## src/rtl/osiris_uart_rx_pkg.sv

```systemverilog
// osiris_uart_pkg: shared UART types and constants.
// Optional feature macro: OSIRIS_UART_RX_PARITY_EN (adds the PARITY state).
package osiris_uart_pkg;

    localparam int UART_DATA_BITS            = 8;
    localparam int UART_CLKS_PER_BIT_DEFAULT = 434;   // 50 MHz / 115200 baud

    // Receiver FSM states; shared with the transmitter to come.
    typedef enum logic [2:0] {
        ST_IDLE   = 3'd0,
        ST_START  = 3'd1,
        ST_DATA   = 3'd2,
`ifdef OSIRIS_UART_RX_PARITY_EN
        ST_PARITY = 3'd3,
`endif
        ST_STOP   = 3'd4,
        ST_BREAK  = 3'd5
    } uart_rx_state_t;

endpackage

```

## src/rtl/osiris_uart_rx_if.sv

```systemverilog
// osiris_uart_rx_if: byte hand-over from the UART receiver to its consumer.
// master = receiver (drives data/valid), slave = consumer (drives ready).
interface osiris_uart_rx_if;
    import osiris_uart_pkg::*;

    logic [UART_DATA_BITS-1:0] rx_data;
    logic                      rx_valid;
    logic                      rx_ready;

    modport master (output rx_data, output rx_valid, input rx_ready);
    modport slave  (input rx_data, input rx_valid, output rx_ready);

endinterface

```

## src/rtl/osiris_uart_rx_sync_2ff.sv

```systemverilog
// osiris_sync_2ff: generic two-flop synchronizer with a configurable reset value.
module osiris_sync_2ff #(
    parameter logic RST_VAL = 1'b0
) (
    input  logic clk,
    input  logic rst_n,
    input  logic i_d,
    output logic o_q
);

    logic r_meta;
    logic r_sync;

    // Two-stage capture of the asynchronous input.
    always_ff @(posedge clk or negedge rst_n) begin
        if (!rst_n) begin
            r_meta <= RST_VAL;
            r_sync <= RST_VAL;
        end else begin
            r_meta <= i_d;
            r_sync <= r_meta;
        end
    end

    assign o_q = r_sync;

endmodule

```

## src/rtl/osiris_uart_rx.sv

```systemverilog
// osiris_uart_rx: 8N1 UART receiver with a single-entry valid/ready holding
// register and one-cycle framing / parity / overrun pulses.
// Optional feature macro: OSIRIS_UART_RX_PARITY_EN (even parity bit after data).
module osiris_uart_rx
    import osiris_uart_pkg::*;
#(
    parameter int CLKS_PER_BIT = UART_CLKS_PER_BIT_DEFAULT
) (
    input  logic                clk,
    input  logic                rst_n,
    input  logic                uart_rx,
    osiris_uart_rx_if.master    rx_if,
    output logic                rx_busy,
    output logic                frame_err,
    output logic                parity_err,
    output logic                overrun
);

    localparam int                CNT_W    = $clog2(CLKS_PER_BIT);
    localparam logic [CNT_W-1:0]  CNT_HALF = CNT_W'(CLKS_PER_BIT / 2 - 1);
    localparam logic [CNT_W-1:0]  CNT_FULL = CNT_W'(CLKS_PER_BIT - 1);
    localparam logic [2:0]        LAST_BIT = 3'(UART_DATA_BITS - 1);

    logic                      w_rx;
    uart_rx_state_t            r_state;
    logic [CNT_W-1:0]          r_cnt;
    logic [2:0]                r_idx;
    logic [UART_DATA_BITS-1:0] r_shreg;
    logic [UART_DATA_BITS-1:0] r_data;
    logic                      r_valid;
    logic                      r_rx_prev;
    logic                      r_frame_err;
    logic                      r_overrun;
    logic                      w_hs;
`ifdef OSIRIS_UART_RX_PARITY_EN
    logic                      r_par;
    logic                      r_par_bad;
    logic                      r_parity_err;
`endif

    osiris_sync_2ff #(.RST_VAL(1'b1)) u_sync (
        .clk   (clk),
        .rst_n (rst_n),
        .i_d   (uart_rx),
        .o_q   (w_rx)
    );

    assign w_hs = r_valid && rx_if.rx_ready;

    // Frame FSM, bit timing, shift register, holding register and error pulses.
    always_ff @(posedge clk or negedge rst_n) begin
        if (!rst_n) begin
            r_state     <= ST_IDLE;
            r_cnt       <= '0;
            r_idx       <= '0;
            r_shreg     <= '0;
            r_data      <= '0;
            r_valid     <= 1'b0;
            r_rx_prev   <= 1'b1;
            r_frame_err <= 1'b0;
            r_overrun   <= 1'b0;
`ifdef OSIRIS_UART_RX_PARITY_EN
            r_par        <= 1'b0;
            r_par_bad    <= 1'b0;
            r_parity_err <= 1'b0;
`endif
        end else begin
            r_frame_err <= 1'b0;
            r_overrun   <= 1'b0;
`ifdef OSIRIS_UART_RX_PARITY_EN
            r_parity_err <= 1'b0;
`endif
            r_rx_prev   <= w_rx;
            // A plain handshake empties the holding register; a completion
            // in the same cycle overrides this below.
            if (w_hs)
                r_valid <= 1'b0;

            case (r_state)
                ST_IDLE: begin
                    if (r_rx_prev && !w_rx) begin
                        r_cnt   <= CNT_HALF;
                        r_state <= ST_START;
                    end
                end
                ST_START: begin
                    if (r_cnt == '0) begin
                        if (w_rx) begin
                            r_state <= ST_IDLE;            // false start
                        end else begin
                            r_cnt   <= CNT_FULL;
                            r_idx   <= '0;
`ifdef OSIRIS_UART_RX_PARITY_EN
                            r_par   <= 1'b0;
`endif
                            r_state <= ST_DATA;
                        end
                    end else begin
                        r_cnt <= r_cnt - 1'b1;
                    end
                end
                ST_DATA: begin
                    if (r_cnt == '0) begin
                        r_shreg <= {w_rx, r_shreg[UART_DATA_BITS-1:1]};  // LSB first
`ifdef OSIRIS_UART_RX_PARITY_EN
                        r_par   <= r_par ^ w_rx;
`endif
                        r_cnt   <= CNT_FULL;
                        if (r_idx == LAST_BIT) begin
`ifdef OSIRIS_UART_RX_PARITY_EN
                            r_state <= ST_PARITY;
`else
                            r_state <= ST_STOP;
`endif
                        end else begin
                            r_idx <= r_idx + 1'b1;
                        end
                    end else begin
                        r_cnt <= r_cnt - 1'b1;
                    end
                end
`ifdef OSIRIS_UART_RX_PARITY_EN
                ST_PARITY: begin
                    if (r_cnt == '0) begin
                        r_par_bad <= r_par ^ w_rx;         // even parity
                        r_cnt     <= CNT_FULL;
                        r_state   <= ST_STOP;
                    end else begin
                        r_cnt <= r_cnt - 1'b1;
                    end
                end
`endif
                ST_STOP: begin
                    if (r_cnt == '0) begin
                        if (!w_rx) begin
                            // Low stop bit wins over any parity error.
                            r_frame_err <= 1'b1;
                            r_state     <= ST_BREAK;
                        end else begin
                            r_state <= ST_IDLE;
`ifdef OSIRIS_UART_RX_PARITY_EN
                            if (r_par_bad) begin
                                r_parity_err <= 1'b1;
                            end else
`endif
                            if (!r_valid || w_hs) begin
                                r_data  <= r_shreg;
                                r_valid <= 1'b1;
                            end else begin
                                r_overrun <= 1'b1;         // keep the old byte
                            end
                        end
                    end else begin
                        r_cnt <= r_cnt - 1'b1;
                    end
                end
                ST_BREAK: begin
                    if (w_rx)
                        r_state <= ST_IDLE;
                end
                default: r_state <= ST_IDLE;
            endcase
        end
    end

    assign rx_if.rx_data  = r_data;
    assign rx_if.rx_valid = r_valid;
    assign rx_busy        = (r_state != ST_IDLE);
    assign frame_err      = r_frame_err;
    assign overrun        = r_overrun;
`ifdef OSIRIS_UART_RX_PARITY_EN
    assign parity_err     = r_parity_err;
`else
    assign parity_err     = 1'b0;
`endif

endmodule
```

## src/flat_wrapper.sv

```systemverilog
// flat-port wrapper written by rule: the top's interface ports become plain ports
module osiris_uart_rx_flat import osiris_uart_pkg::*;
#(
    parameter int CLKS_PER_BIT = UART_CLKS_PER_BIT_DEFAULT
)
  (clk, rst_n, uart_rx, rx_busy, frame_err, parity_err, overrun, rx_if_rx_data, rx_if_rx_valid, rx_if_rx_ready);
  osiris_uart_rx_if rx_if_i ();
  input  logic clk;
  input  logic rst_n;
  input  logic uart_rx;
  output logic rx_busy;
  output logic frame_err;
  output logic parity_err;
  output logic overrun;
  output wire logic [$bits(rx_if_i.rx_data)-1:0] rx_if_rx_data;
  output wire logic [$bits(rx_if_i.rx_valid)-1:0] rx_if_rx_valid;
  input wire logic [$bits(rx_if_i.rx_ready)-1:0] rx_if_rx_ready;
  assign rx_if_rx_data = rx_if_i.rx_data;
  assign rx_if_rx_valid = rx_if_i.rx_valid;
  assign rx_if_i.rx_ready = rx_if_rx_ready;
  osiris_uart_rx #(.CLKS_PER_BIT(CLKS_PER_BIT)) u_core (.clk(clk), .rst_n(rst_n), .uart_rx(uart_rx), .rx_if(rx_if_i), .rx_busy(rx_busy), .frame_err(frame_err), .parity_err(parity_err), .overrun(overrun));
endmodule
```

## config.mk

```make
export PLATFORM = sky130hd
export DESIGN_NAME = osiris_uart_rx_flat
export DESIGN_NICKNAME = d
export VERILOG_FILES = /design/src/rtl/osiris_uart_rx_pkg.sv /design/src/rtl/osiris_uart_rx_if.sv /design/src/rtl/osiris_uart_rx_sync_2ff.sv /design/src/rtl/osiris_uart_rx.sv /design/src/flat_wrapper.sv
export SDC_FILE = /design/constraint.sdc
export NUM_CORES = 1
export LEC_CHECK = 0
export ABC_AREA = 0
export CORE_ASPECT_RATIO = 0.75
export CORE_MARGIN = 1.5
export CORE_UTILIZATION = 45
export CTS_CLUSTER_SIZE = 40
export DETAILED_ROUTE_END_ITERATION = 8
export GPL_TIMING_DRIVEN = 0
export PLACE_DENSITY = 0.68
export SLEW_MARGIN = 20
export SYNTH_ARGS = -nofsm -noshare
export SYNTH_HDL_FRONTEND = slang
export SYNTH_SLANG_ARGS = --single-unit
```

## constraint.sdc

```tcl
create_clock -name clk -period 2.1 [get_ports clk]
set_clock_uncertainty 0.15 [all_clocks]
set_input_delay 0.315 -clock clk [delete_from_list [all_inputs] [get_ports clk]]
set_output_delay 0.315 -clock clk [all_outputs]
set_load 0.01 [all_outputs]
```

==> run_results.csv <==
group,metric,value,unit
drt,firstDrtPassIters,4,
floorplanning,rows,19,
grt,first_global_vias,1284,
worst_setup_path,crit_type,"reg2reg",
pwr,p_leak,1.01,nW
worst_setup_path,cp_max_fo,6,
yosys,synth.avg_cell_area,11.4,um^2
sta,hold_violations,0,
cells_and_area,n_fill_cell,347,
cells_and_area,drive_gt1_share,29.5,%
clocking,cts_buffers,5,
drt,drt-total-wl,3530,um
floorplanning,die_w,76.1,um
placed_design,place_hpwl,2500,um
sta,drv_slew,0,
cells_and_area,final_common_cell,"dfrtp_1",
floorplanning,core_area,0.00376,mm^2
job,max_cap_viol_count,0,
clocking,root_buffer,"clkbuf_8",
yosys,ys_warn_count,0,
pwr,power_density,830,mW/mm^2
yosys,synth_area,0.00181,mm^2
grt,grt_usage,18.0,%
floorplanning,die_area,0.00441,mm^2
pwr,internal_power,1.27,mW
yosys,ys_seq_elements,37,
drt,viasPerCell,5.36,
grt,grt_max_degree,21,
drt,wl_per_cell,14.6,um
floorplanning,initial_core_util,48.1,%
drt,vias,1297,
grt,grt_pass1_wl,6080,um
cells_and_area,final_cell_mix,"dfrtp_1, clkdlybuf4s50_1, nand2_1",
floorplanning,ioPinCount,17,
yosys,yosysSeqAreaShare,51.5,%
grt,overflow,0,
yosys,synth-edff-count,0,
drt,detail-route-antenna-nets,0,
pwr,ir_worst_vdd,0.485,mV
worst_setup_path,crit_required,2.12,ns
clocking,clk_latency,0.29,ns
cells_and_area,fin_area,0.00224,mm^2
pwr,power_frac_seq,48.6,%
drt,drcViolationCount,0,
yosys,synth.lib_cells_used.distinct,50,
pwr,p_sw_share,31.9,%
pwr,clock_power_share,25.2,%
sta,setup_viol,0,
clocking,clkSlewWorstSetupHoldPaths,0.07,ns
worst_setup_path,end_kind,"flop",
yosys,synthFlopType,"dfrtp_1",
drt,drt_iter0_markers,75,
pwr,netSwitchingPower,0.593,mW
sta,min_period_over_period,97.1,%
clocking,clk_path_buf_depth,2,
clocking,cts_tree,"yes",
pwr,total_power,1.86,mW
worst_setup_path,r2r_setup_slack,0.06,ns
run_status,status,"finished, final reports clean",
clocking,cts.sinks,37,
yosys,postSynth.asyncResetShare,100,%
cells_and_area,n_antenna_cell,0,
yosys,synthCells,158,
placed_design,port_buffers,15,
cells_and_area,area_growth_syn_to_layout,24.3,%
worst_setup_path,critical_path_arrival,2.06,ns
sta,fmax,491,MHz
clocking,htreeDepth,2,
worst_setup_path,startpoint_type,"flop",
yosys,synthesis.nets,165,
placed_design,place_area,0.00204,mm^2
grt,antenna_found_initial,0,
cells_and_area,fin_nets,196,
floorplanning,die_y,57.9,um
worst_hold_path,hold_class,"reg2reg",
sta,min_period,2.04,ns
placed_design,place_congestion,0.856,
pwr,p_comb_share,26.2,%
[through the flow]
stage,setup WS [ns],hold WS (ns),instances,setup TNS (ns),util (%)
after floorplan,0.101,-0.131,158,0,-
after global routing,-0.00896,0.215,242,-0.0112,59.8
after CTS,0.00663,0.208,239,0,57.8
final,0.0617,0.207,242,0,59.8
after detailed placement,-0.212,0.135,226,-2.68,54.4
after global placement,-0.230,0.199,225,-8.97,53.8
[worst max-delay path: stages (launching register included)]
cell	delay, ns
dfrtp_1	0.41
inv_2	0.09
ha_4	0.15
nor3b_4	0.27
and3_1	0.21
buf_6	0.15
nand3_4	0.14
mux2_4	0.34
[cells in the mapped netlist (3+ instances only)]
library cell	n	area [um^2]
dfrtp_1	34	851
nand2_1	10	37.5
mux2_2	9	101
nor2_1	9	33.8
o21ai_0	9	45.0
mux2_4	7	105
inv_1	6	22.5
a21oi_1	5	25.0
a22o_1	4	35.0
a31oi_1	3	18.8
buf_2	3	15.0
buf_4	3	22.5
dfstp_2	3	78.8
ha_1	3	37.5
nand3_1	3	15.0
nor3_1	3	15.0
o31ai_1	3	22.5
or3_1	3	18.8
[cells by family (layout without fill, tap and decap cells)]
logic type | Yosys count | in the layout | share of synthesized area (%)
AND/OR/NAND/NOR | 45 | 46 | 14.9
flip-flops | 37 | 37 | 51.5
adder cells (fa/ha/maj) | 4 | 4 | 2.70
buffers and inverters | 15 | 46 | 4.02
AO/OA/AOI/OAI | 39 | 39 | 14.8
multiplexers | 16 | 16 | 11.4
other | 1 | 1 | 0.208
XOR/XNOR | 1 | 1 | 0.485
[path summary, 6_finish.rpt]
kind                                 startpoint                end  depth (start not counted)
setup / recovery                u_core.r_cnt[0]  u_core.r_shreg[1]                          7
hold / removal             u_core.u_sync.r_meta  u_core.u_sync.o_q                          0
setup reg to reg                u_core.r_cnt[0]  u_core.r_shreg[1]                          7
hold reg to reg            u_core.u_sync.r_meta  u_core.u_sync.o_q                          0
max in group asynchronous                 rst_n  u_core.u_sync.o_q                          3
min in group asynchronous                 rst_n    u_core.r_cnt[1]                          2
[repair_timing]
action                                  in CTS  in global routing
setup buffers                                3                  3
hold buffers                                 1                  0
pin swaps                                    1                  2
resized for setup                            2                 12
endpoints found under the setup margin      22                 29
gates cloned                                 1                  0
hold endpoints to repair                    17                  0
[state kept, by name, indices dropped and copies added, names as in the netlist]
signal	cells
u_core.r_shreg	8
u_core.overrun	1
u_core.r_rx_prev	1
u_core.rx_if.rx_valid	1
u_core.r_idx	3
u_core.frame_err	1
u_core.r_state	3
u_core.rx_if.rx_data	8
u_core.u_sync.o_q	1
u_core.r_cnt	9
u_core.u_sync.r_meta	1
[layer usage]
layer | global-route usage [%] | up-vias | routed length (um)
met4 | 8.73 | 0 | 55
met5 | 0 | - | 0
met3 | 4.41 | 5 | 119
li1 | - | 631 | -
met1 | 22.2 | 640 | 1620
met2 | 30.2 | 21 | 1730
[power groups by stage]
stage	clock [mW]	combinational [mW]	sequential, mW
floorplan	0	0.306	0.886
global placement	0	0.368	0.902
detailed placement	0	0.398	0.910
CTS	0.484	0.423	0.900
global route	0.517	0.550	0.918
finish	0.469	0.488	0.905
[area by class of cell]
| type | count | area (um^2) | area share, % |
|---|---|---|---|
| inverters | 6 | 22.5 | 1.00 |
| clock buffers | 6 | 72.6 | 3.23 |
| plain buffers | 9 | 61.3 | 2.73 |
| flip-flops and latches | 37 | 930 | 41.4 |
| repair buffers | 23 | 226 | 10.1 |
| well taps | 52 | 65.1 | 2.90 |
| multi-input cells | 107 | 857 | 38.2 |
| clock inverters | 2 | 10.0 | 0.446 |
No activity file was read; power rests on OpenSTA's default activity.
